--- config.mk ---
export PLATFORM = sky130hd
export DESIGN_NAME = aes_block_loader
export DESIGN_NICKNAME = d
export VERILOG_FILES = /design/src/rtl/aes_loader_pkg.sv /design/src/rtl/aes_loader_timeout.sv /design/src/rtl/aes_block_loader.sv
export SDC_FILE = /design/constraint.sdc
export NUM_CORES = 1
export LEC_CHECK = 0
export BUFFER_PORTS_ARGS = -buffer_cell sky130_fd_sc_hd__buf_2
export CORE_MARGIN = 1
export CORE_UTILIZATION = 35
export DETAILED_ROUTE_END_ITERATION = 7
export PLACE_DENSITY = 0.69
export SYNTH_ARGS = -nofsm -noshare
export SYNTH_HDL_FRONTEND = slang
export SYNTH_SLANG_ARGS = --single-unit
export TNS_END_PERCENT = 50
--- constraint.sdc ---
create_clock -name clk -period 6.1 [get_ports clk]
set_input_delay 0 -clock clk [delete_from_list [all_inputs] [get_ports clk]]
set_output_delay 0 -clock clk [all_outputs]
set_load 0.03 [all_outputs]
--- src/rtl/aes_loader_pkg.sv ---
// Shared types and header-byte layout for the AES block loader.
package aes_loader_pkg;

  typedef enum logic [1:0] {
    IDLE = 2'd0,
    KEY  = 2'd1,
    DATA = 2'd2,
    HOLD = 2'd3
  } state_t;

  localparam int          HDR_KEY_BIT   = 0;
  localparam int          HDR_DEC_BIT   = 1;
  localparam logic [7:0]  HDR_RSVD_MASK = 8'hFC;
  localparam int          BLK_BYTES     = 16;

  function automatic logic hdr_rsvd_clear(input logic [7:0] hdr);
    return (hdr & HDR_RSVD_MASK) == 8'h00;
  endfunction

endpackage

--- src/rtl/aes_loader_timeout.sv ---
// Inter-byte idle counter for the loader; only built when AES_LOADER_TIMEOUT_EN is defined.
`ifdef AES_LOADER_TIMEOUT_EN
module aes_loader_timeout #(
  parameter int TIMEOUT_CYCLES = 1000000
) (
  input  logic clk,
  input  logic rst,
  input  logic run,
  input  logic clear,
  output logic expired
);

  localparam int TW = (TIMEOUT_CYCLES > 1) ? $clog2(TIMEOUT_CYCLES + 1) : 1;
  localparam logic [TW-1:0] LAST = TW'(TIMEOUT_CYCLES - 1);

  logic [TW-1:0] cnt;

  always_ff @(posedge clk) begin
    if (rst || !run || clear) begin
      cnt <= '0;
    end else if (!expired) begin
      cnt <= cnt + 1'b1;
    end
  end

  // Fires on the TIMEOUT_CYCLES-th consecutive idle cycle; an accepted byte wins.
  assign expired = run && !clear && (cnt == LAST);

endmodule
`endif

--- src/rtl/aes_block_loader.sv ---
// Byte-stream frame parser assembling the AES key and 128-bit data block.
// Optional inter-byte timeout: define AES_LOADER_TIMEOUT_EN.
module aes_block_loader
  import aes_loader_pkg::*;
#(
  parameter int NK             = 8,
  parameter int TIMEOUT_CYCLES = 1000000
) (
  input  logic              clk,
  input  logic              rst,
  input  logic [7:0]        in_data,
  input  logic              in_valid,
  output logic              in_ready,
  output logic [32*NK-1:0]  key,
  output logic              key_loaded,
  output logic [127:0]      blk_data,
  output logic              blk_decrypt,
  output logic              blk_valid,
  input  logic              blk_ready,
  output logic              err,
  output state_t            dbg_state
);

  localparam int KW = 32 * NK;
  localparam int CW = $clog2(4 * NK) + 1;
  localparam logic [CW-1:0] KEY_LAST  = CW'(4 * NK - 1);
  localparam logic [CW-1:0] DATA_LAST = CW'(BLK_BYTES - 1);

  // Handshakes: a byte moves on posedge when in_valid && in_ready; a block moves
  // when blk_valid && blk_ready. Senders hold their payload stable until then.

  state_t           state, state_n;
  logic [CW-1:0]    cnt, cnt_n;
  logic [KW-1:0]    key_n;
  logic             key_loaded_n;
  logic [127:0]     blk_data_n;
  logic             blk_decrypt_n;
  logic             blk_valid_n;
  logic             err_n;
  logic             ready_en;
  logic             accept;
  logic             timeout;

  assign in_ready  = ready_en && (state != HOLD);
  assign accept    = in_valid && in_ready;
  assign dbg_state = state;

`ifdef AES_LOADER_TIMEOUT_EN
  logic running;
  assign running = (state == KEY) || (state == DATA);

  aes_loader_timeout #(
    .TIMEOUT_CYCLES (TIMEOUT_CYCLES)
  ) u_timeout (
    .clk     (clk),
    .rst     (rst),
    .run     (running),
    .clear   (accept),
    .expired (timeout)
  );
`else
  // Never true; keeps the parameter referenced when the timeout is not built.
  assign timeout = (TIMEOUT_CYCLES < 0);
`endif

  always_comb begin
    state_n       = state;
    cnt_n         = cnt;
    key_n         = key;
    key_loaded_n  = key_loaded;
    blk_data_n    = blk_data;
    blk_decrypt_n = blk_decrypt;
    blk_valid_n   = blk_valid;
    err_n         = 1'b0;

    case (state)
      IDLE: begin
        if (accept) begin
          if (!hdr_rsvd_clear(in_data)) begin
            err_n = 1'b1;
          end else if (in_data[HDR_KEY_BIT]) begin
            key_loaded_n = 1'b0;
            cnt_n        = '0;
            state_n      = KEY;
          end else if (key_loaded) begin
            blk_decrypt_n = in_data[HDR_DEC_BIT];
            cnt_n         = '0;
            state_n       = DATA;
          end else begin
            err_n = 1'b1;
          end
        end
      end

      KEY: begin
        if (accept) begin
          key_n = {key[KW-9:0], in_data};
          if (cnt == KEY_LAST) begin
            key_loaded_n = 1'b1;
            cnt_n        = '0;
            state_n      = IDLE;
          end else begin
            cnt_n = cnt + 1'b1;
          end
        end else if (timeout) begin
          err_n   = 1'b1;
          cnt_n   = '0;
          state_n = IDLE;
        end
      end

      DATA: begin
        if (accept) begin
          blk_data_n = {blk_data[119:0], in_data};
          if (cnt == DATA_LAST) begin
            blk_valid_n = 1'b1;
            cnt_n       = '0;
            state_n     = HOLD;
          end else begin
            cnt_n = cnt + 1'b1;
          end
        end else if (timeout) begin
          err_n   = 1'b1;
          cnt_n   = '0;
          state_n = IDLE;
        end
      end

      HOLD: begin
        if (blk_valid && blk_ready) begin
          blk_valid_n = 1'b0;
          state_n     = IDLE;
        end
      end

      default: begin
        state_n = IDLE;
        cnt_n   = '0;
      end
    endcase
  end

  always_ff @(posedge clk) begin
    if (rst) begin
      state       <= IDLE;
      cnt         <= '0;
      key         <= '0;
      key_loaded  <= 1'b0;
      blk_data    <= '0;
      blk_decrypt <= 1'b0;
      blk_valid   <= 1'b0;
      err         <= 1'b0;
      ready_en    <= 1'b0;
    end else begin
      state       <= state_n;
      cnt         <= cnt_n;
      key         <= key_n;
      key_loaded  <= key_loaded_n;
      blk_data    <= blk_data_n;
      blk_decrypt <= blk_decrypt_n;
      blk_valid   <= blk_valid_n;
      err         <= err_n;
      ready_en    <= 1'b1;
    end
  end

endmodule

-- Word-level counts from Yosys, hierarchy flattened
Index checks and enable logic that the tools add are counted.
- flip-flop bits (word level): 397
- latch bits: 0
- bits in writable memories: 0
- ROM bits: 0
- output and inout port bits: 391
- memories kept: 0
- $add $sub $neg: 1
- $mul: 0
- divide/modulo/power cells: 0
- magnitude comparators: 0
- equality and inequality tests: 15
- shifts and indexed selects: 0
- multiplexer cells: 33
- bitwise gates (word level): 3
- reductions and logical operators: 16
- operators with widths (operator ; count):
    $mux 6 ; 8
    $mux 2 ; 9
    $ne 2x2->1 const B ; 9
    $pmux 6 s3 ; 1
    $mux 1 ; 12
    $reduce_and 6->1 ; 2
    $logic_not 8->1 ; 1
    $pmux 2 s4 ; 1
    $reduce_and 8->1 ; 1
    $add 6x1->6 const B ; 1
    $eq 6x4->1 const B ; 1
    $eq 6x5->1 const B ; 1
    $reduce_and 5->1 ; 1
    $eq 2x2->1 const B ; 2
    $pmux 1 s2 ; 2
    $reduce_and 2->1 ; 2
    $reduce_and 4->1 ; 1
    $reduce_bool 2->1 ; 2
    $logic_and 1x1->1 ; 3
    $ne 3x3->1 const B ; 1
    $not 1->1 ; 3
    $reduce_bool 3->1 ; 1
    $reduce_or 3->1 ; 1
    $eq 2x1->1 const B ; 1
    $logic_not 2->1 ; 1

-- Logic depth before layout (Yosys ltp)
Gate-level depths: netlist of run 1.
- depth after elaboration: 5
- gate-level depth with buffers: 9

-- Worst setup path before layout of run 1
Ideal clock, no wire load.
- path kind: register -> register
- start point: register state[1] (netlist: dbg_state[1])
- end point: register cnt[2]
- setup time: 0.059 ns
- data arrival time: 2.303 ns
- data required time: 6.041 ns
- setup slack: 3.738 ns
- stages on the path, launching flop included: 9
- buffers on the path: 2
- cells stage by stage: dfxtp_1 -> inv_1 -> ha_1 -> clkbuf_8 -> a2bb2oi_1 -> or3_2 -> dlymetal6s4s_1 -> a2111oi_4 -> a31o_1
- cells in the longest elaborated chain, start to end: 5
- ends and longest elaborated chain (what ; RTL line ; text):
    from (decl) ; aes_block_loader.sv:32 ; state_t state, state_n;
    from (signal assigned) ; aes_block_loader.sv:155 ; state <= state_n;
    $ne 2x2->1 ; aes_block_loader.sv:44 ; assign in_ready = ready_en && (state != HOLD);
    $logic_and 1x1->1 ; aes_block_loader.sv:44 ;
    $logic_and 1x1->1 ; aes_block_loader.sv:45 ; assign accept = in_valid && in_ready;
    $ne 2x2->1 (no line) ; -- ;
    $reduce_and 6->1 (no line) ; -- ;
    to (signal assigned) ; aes_block_loader.sv:156 ; cnt <= cnt_n;
    to (decl) ; aes_block_loader.sv:33 ; logic [CW-1:0] cnt, cnt_n;
Parallel ways exist; a longest one is shown, timed or not.
A chain may end at the register's enable or synchronous reset.

-- Worst setup path after layout of run 1
- start point: register state[1] (netlist: dbg_state[1])
- end point: register blk_data[1]
- cells in the longest elaborated chain, start to end: 4
- ends and longest elaborated chain (what ; RTL line ; text):
    $ne 2x2->1 ; aes_block_loader.sv:44 ;
    $logic_and 1x1->1 ; aes_block_loader.sv:44 ;
    $logic_and 1x1->1 ; aes_block_loader.sv:45 ;
    $reduce_and 2->1 (no line) (*) ; -- ;
    to (signal assigned) ; aes_block_loader.sv:159 ; blk_data <= blk_data_n;
    to (decl) ; aes_block_loader.sv:16 ; output logic [127:0] blk_data,
Every way passes the cells marked *; elsewhere a longest branch is shown, timed or not.

==> results of run 1 <==
## sequential cells by signal, summed over array words and instances, names as in the netlist
signal       cells
dbg_state        2
blk_data       128
ready_en         1
cnt              6
blk_decrypt      1
err              1
key            256
key_loaded       1
blk_valid        1
## layout make-up
type | count | area (um^2)
Inverter | 7 | 26.3
Clock inverter | 15 | 141
Tap cell | 518 | 648
Clock buffer | 62 | 1250
Fill cell | 3913 | 21200
Timing Repair Buffer | 423 | 2220
Sequential cell | 397 | 7950
Multi-Input combinational cell | 1240 | 5450
## synth_stat cells, types with 2 or more instances
cell type,instances,area share [%]
nand2_1,776,21
dfxtp_1,397,57
a21oi_1,390,14
clkbuf_1,124,3.3
nor2_1,8,0.22
inv_1,7,0.19
buf_1,5,0.13
ha_1,5,0.45
o21ai_0,5,0.18
a22oi_1,4,0.22
nand3_1,4,0.14
nor4_1,4,0.18
o32ai_1,4,0.25
nor2b_1,3,0.13
nor3_1,3,0.11
or3_1,3,0.13
nand4_1,2,0.090
nand4b_1,2,0.13
nor4b_1,2,0.13
o211ai_1,2,0.11
o22ai_1,2,0.090
or2_2,2,0.090
## routing by layer
| metal | GRT usage, % | vias up | share of wire, % |
|---|---|---|---|
| li1 | - | 6422 | - |
| met1 | 24.4 | 5997 | 43 |
| met2 | 31.5 | 454 | 47 |
| met3 | 4.79 | 77 | 7.0 |
| met4 | 7.93 | 0 | 3.2 |
| met5 | 0 | - | 0 |
## final timing paths
path / from / end / slack [ns] / depth (start not counted)
hold reg to reg: key[254] / key[254] / 0.45 / 2
setup reg to reg: dbg_state[1] / blk_data[1] / 3.01 / 7
setup / recovery: dbg_state[1] / blk_data[1] / 3.01 / 7
hold / removal: in_data[5] / blk_data[5] / 0.30 / 4
## through the flow
step | hold slack, ns | power (mW) | std cells | worst slack (ns)
CTS | 0.261 | 5.30 | 2662 | 3.04
global placement | 0.291 | 2.72 | 2573 | 3.33
global route | 0.308 | 5.41 | 2662 | 2.77
detailed placement | 0.308 | 2.72 | 2573 | 3.25
finish | 0.302 | 5.23 | 2662 | 3.01
floorplan | 0.136 | 2.70 | 1777 | 3.74
## cells by family after synthesis
family,after synthesis,synth area share [%]
buffers and inverters,140,3.97
multiplexers,2,0.153
adder cells (fa/ha/maj),5,0.449
flip-flops,397,57.1
AO/OA/AOI/OAI,416,15.6
AND/OR/NAND/NOR,817,22.8
## cell usage in the layout (no fill, tap or decap), types with 3 or more instances in the layout
| cell | n |
|---|---|
| o32ai_1 | 4 |
| inv_1 | 7 |
| ha_1 | 5 |
| o21ai_0 | 5 |
| inv_6 | 3 |
| a21oi_1 | 390 |
| dlygate4sd3_1 | 12 |
| nor3_1 | 3 |
| clkbuf_1 | 9 |
| buf_4 | 8 |
| a22oi_1 | 4 |
| dfxtp_1 | 397 |
| clkinv_2 | 8 |
| clkbuf_16 | 43 |
| nor2b_1 | 3 |
| nor2_1 | 7 |
| nor4_1 | 4 |
| or3_1 | 3 |
| nand2_1 | 774 |
| nand3_1 | 4 |
| clkbuf_8 | 10 |
| buf_2 | 401 |
## worst max-delay path: stages (launching register included)
cell	delay, ns
dfxtp_1	0.38
ha_1	0.31
and3b_1	0.30
nand2_4	0.40
buf_4	0.75
nand2_1	0.11
a21oi_1	0.16
dlygate4sd3_1	0.56
## power by group
part	switching (mW)	total, mW	leakage, nW	internal [mW]
clock	1.05	2.56	0.686	1.51
combinational	0.0618	0.0755	3.25	0.0137
sequential	0.000811	2.59	3.20	2.59
total	1.11	5.23	7.13	4.11
==> results.md, run 1 <==
* Status: complete, no violations
* P_leak at 7.13 nW
* Via count at 13000
* Post-synthesis cell area at 0.0139 mm^2
* Post-Synthesis Cells at 1777
* Total wire length at 40.9 mm
* CTS tree: yes
* Row count at 72
* Slew Limit Headroom at 30.4%
* DRC viols at 0
* Port Buffers at 402
* Clock skew at 0.0183 ns
* Average size of a mapped cell at 7.83 um^2
* RD Place Congestion at 0.833
* Initial DRC count at 941
* Crit path capture type: register
* Mapped Nets at 1794
* Die width at 201 um
* Tot GR Track Use at 19.3%
* Seq/Total Area, Yosys at 57.1%
* PwrDens at 296 mW/mm^2
* Maximum VDD drop at 0.186 mV
* Placed inst area at 0.0162 mm^2
* Worst Path Arrival at 3.59 ns
* FF+latch count, synth at 397
* RSZ-0062 raised after global routing: false
* Area Overhead vs Synth at 27.0%
* Startpoint types: register
* Final slew viol count at 0
* Diode count at 0
* Clk root buf: clkbuf_16
* Initial Utilization at 35.8%
* Post-layout util at 45.4%
* Nets at 2129
* # IOs at 403
* Post-synth EDFFs at 0
* Sum Neg Setup Slack at 0 ns
* Clock Latency Late Sink at 0.56 ns
* Clk buf depth at 3
* FFs w/ async S/R, synth at 0%
* GR Overflow Total at 0
* First-pass GRT wire length at 64.2 mm
* DR pass1 iterations at 5
* Type of the tightest min-delay check: input port to register
* Worst Path Required at 6.60 ns
* Max-Cap Viols at 0
* Hpwl dp at 26.7 mm
* Final period utilization at 50.7%
* Post-route design area at 0.0177 mm^2
* # hold bufs at CTS at 12
* Num CTS Buffers at 43
* Largest net degree at the start of global routing at 172
* Die Area at 0.0406 mm^2
* Slew @ Worst Pin at 1.04 ns
* Prevailing post-synth register cell: dfxtp_1
* CTS HTree Levels at 2
* Critical path peak fanout at 86
* Final min period at 3.09 ns
* Number of global-route vias before repair at 11800
* Max Clk Rate at 323 MHz
* Via density at 4.86
* WS Path Type: register to register
* Yosys cell types at 45
* Ratio of cells with drive above 1 in the final layout at 22.9%
* Ys Warns at 0
* Clock transition at the registers of the reported paths at 0.06 ns
* Number of hold violations in the final report at 0
* Clk sinks at 397
* Post-CTS Resized at 0
* Post-CTS Setup Inserts at 0
* Final setup fails at 0
* ANT nets after route at 0
* DR WL/cell at 15.3 um
* Antenna violations before repair at 0
* Die H at 201 um
* Core footprint at 0.0389 mm^2
Power figures use the tool's default switching activity.
==> run 2, diff against run 1 <==
clock period = 3 ns   (was 6.1 ns; I/O delays follow)
==> run 2 against run 1 <==
Hold slack worse by 0.018 ns. Sequential cell count stayed put. Critical path depth is 2 lower. Global-route usage is 0.45 points lower.
==> results.md, run 2 (synthesis results as in run 1) <==
* Combinational power share at 1.5% (about the same)
* Total Power at 10.7 mW (+100%)
* Port Buffers at 402 (unchanged)
* Clk buf depth at 3 (unchanged)
* Type of the tightest min-delay check: input port to register
* Largest delay share family, worst path: simple AND/OR/NAND/NOR gates
* Critical path's largest stage delay at 0.76 ns (about the same)
* Max Clk Rate at 435 MHz (+34%)
* Clock Latency Late Sink at 0.55 ns (about the same)
* Critical path's slowest cell: or4_1
* # hold bufs at CTS at 12 (unchanged)
* Commonest non-fill, non-tap cell in the layout: nand2_1
* Largest net degree at the start of global routing at 114 (-34%)
* Number of hold violations in the final report at 0 (unchanged)
* Die Area at 0.0406 mm^2 (unchanged)
* Int Power at 8.46 mW (+110%)
* GR Overflow Total at 0 (unchanged)
* Final period utilization at 76.7% (+26 points)
* WS Path Type: register to register
* Post-CTS Resized at 0 (unchanged)
* DR pass1 iterations at 7 (+2)
* Number of global-route vias before repair at 11600 (-2.3%)
* Total wire length at 40.4 mm (-1.1%)
* CTS tree: yes
* P_leak at 7.23 nW (+1.4%)
* Buf+Inv Stages, Crit Path at 0 (-2)
* Startpoint types: register
* Sw Share at 20.8% (-0.48 points)
* Worst Path Arrival at 2.79 ns (-0.80 ns)
* Via density at 4.85 (-0.21%)
* Critical path peak fanout at 9 (-90%)
* Max-Cap Viols at 0 (unchanged)
* Final slew viol count at 0 (unchanged)
* Sw power at 2.22 mW (+100%)
* Status: complete, no violations
* Final setup fails at 0 (unchanged)
* Antenna violations before repair at 0 (unchanged)
* Core footprint at 0.0389 mm^2 (unchanged)
* Worst slack at placement at 0.771 ns (-2.48 ns)
* # IOs at 403 (unchanged)
* Clock power share at 49.1% (+0.2 points)
* Register name with the most flops: key
* Slew @ Worst Pin at 0.721 ns (-0.324 ns)
* Sum Neg Setup Slack at 0 ns (unchanged)
* Tot GR Track Use at 18.9% (-0.45 points)
* Crit path capture type: register
* ANT nets after route at 0 (unchanged)
* Max reg flops at 256 (unchanged)
* Worst reg-to-reg setup slack at 0.70 ns (-2.31 ns)
* Initial DRC count at 949 (+0.85%)
* Post-CTS Setup Inserts at 0 (unchanged)
* PwrDens at 598 mW/mm^2 (+100%)
* Slew Limit Headroom at 51.4% (+21 points)
* Maximum VDD drop at 0.409 mV (+120%)
* Ratio of cells with drive above 1 in the final layout at 23.3% (+0.37 points)
* Clock skew at 0.0151 ns (-0.00322 ns)
* Via count at 13000 (+0.13%)
* Area Overhead vs Synth at 28.4%
* Clk root buf: clkbuf_16
* CTS HTree Levels at 2 (unchanged)
* Nets at 2138 (+0.42%)
* First-pass GRT wire length at 62.7 mm (-2.4%)
* Row count at 72 (unchanged)
* Die width at 201 um (unchanged)
* Biggest regs: key: 256 flops, blk_data: 128 flops, cnt: 6 flops
* Final min period at 2.30 ns (-0.793 ns)
* Fillers at 3952 (+1.0%)
* Diode count at 0 (unchanged)
* RSZ-0062 raised after global routing: false
* DRC viols at 0 (unchanged)
* Clk sinks at 397 (unchanged)
* DR WL/cell at 15.1 um (-1.5%)
* Worst Path Required at 3.49 ns (-3.11 ns)
* CP Cell Sequence: ha_1, nand3b_1, or4_1, a2111oi_4, a31o_1
* Num CTS Buffers at 42 (-2.3%)
* Setup ws final at 0.700 ns (-2.31 ns)
* Commonest non-fill, non-tap cells in the layout: nand2_1 (774), buf_2 (401), dfxtp_1 (397)
* Die H at 201 um (unchanged)
* Initial Utilization at 35.8% (unchanged)
* RD Place Congestion at 0.819 (-1.6%)
* Hpwl dp at 27.2 mm (+1.9%)
* Sequential share of power at 49.4% (-0.2 points)
* Clock transition at the registers of the reported paths at 0.06 ns (about the same)
run 2: tightest hold or removal path, stage by stage:
cell and delay, ns:
dlygate4sd3_1 0.53, buf_2 0.15, nand2_1 0.06, a21oi_1 0.05
run 2: final cells by class:
class | count | area (um^2) | share of cell area, %
sequential | 397 | 7950 | 44.5
multi-input combinational | 1240 | 5450 | 30.5
timing repair buffer | 433 | 2400 | 13.4
clock buffer | 63 | 1290 | 7.24
tap | 518 | 648 | 3.62
clock inverter | 13 | 121 | 0.679
inverter | 7 | 26.3 | 0.147
run 2: routing by layer:
| layer | GRT usage (%) | wire length (um) |
|---|---|---|
| met5 | 0 | 0 |
| met4 | 7.63 | 1280 |
| met3 | 5.38 | 3220 |
| met2 | 30.3 | 19100 |
| met1 | 23.9 | 16800 |
run 2: power by group through the flow:
stage	registers [mW]	clock network [mW]	logic, mW
detailed placement	5.39	0	0.146
finish	5.27	5.25	0.158
floorplan	5.39	0	0.0928
CTS	5.27	5.39	0.158
global placement	5.39	0	0.143
global route	5.27	5.60	0.171
run 2: per-stage QoR:
step                area (um^2)  util (%)  hold WS (ns)  instances
CTS                       17900      45.9         0.242       2671
detailed placement        16300      42.0         0.295       2583
global route              17900      45.9         0.280       2671
floorplan                 13900         -         0.136       1777
global placement          16300      42.0         0.289       2583
finish                    17900      45.9         0.284       2671
run 2: final timing paths:
kind	start	to	depth (start not counted)
max	dbg_state[0]	cnt[2]	5
min	in_data[1]	blk_data[1]	4
max reg2reg	dbg_state[0]	cnt[2]	5
min reg2reg	key[252]	key[252]	2
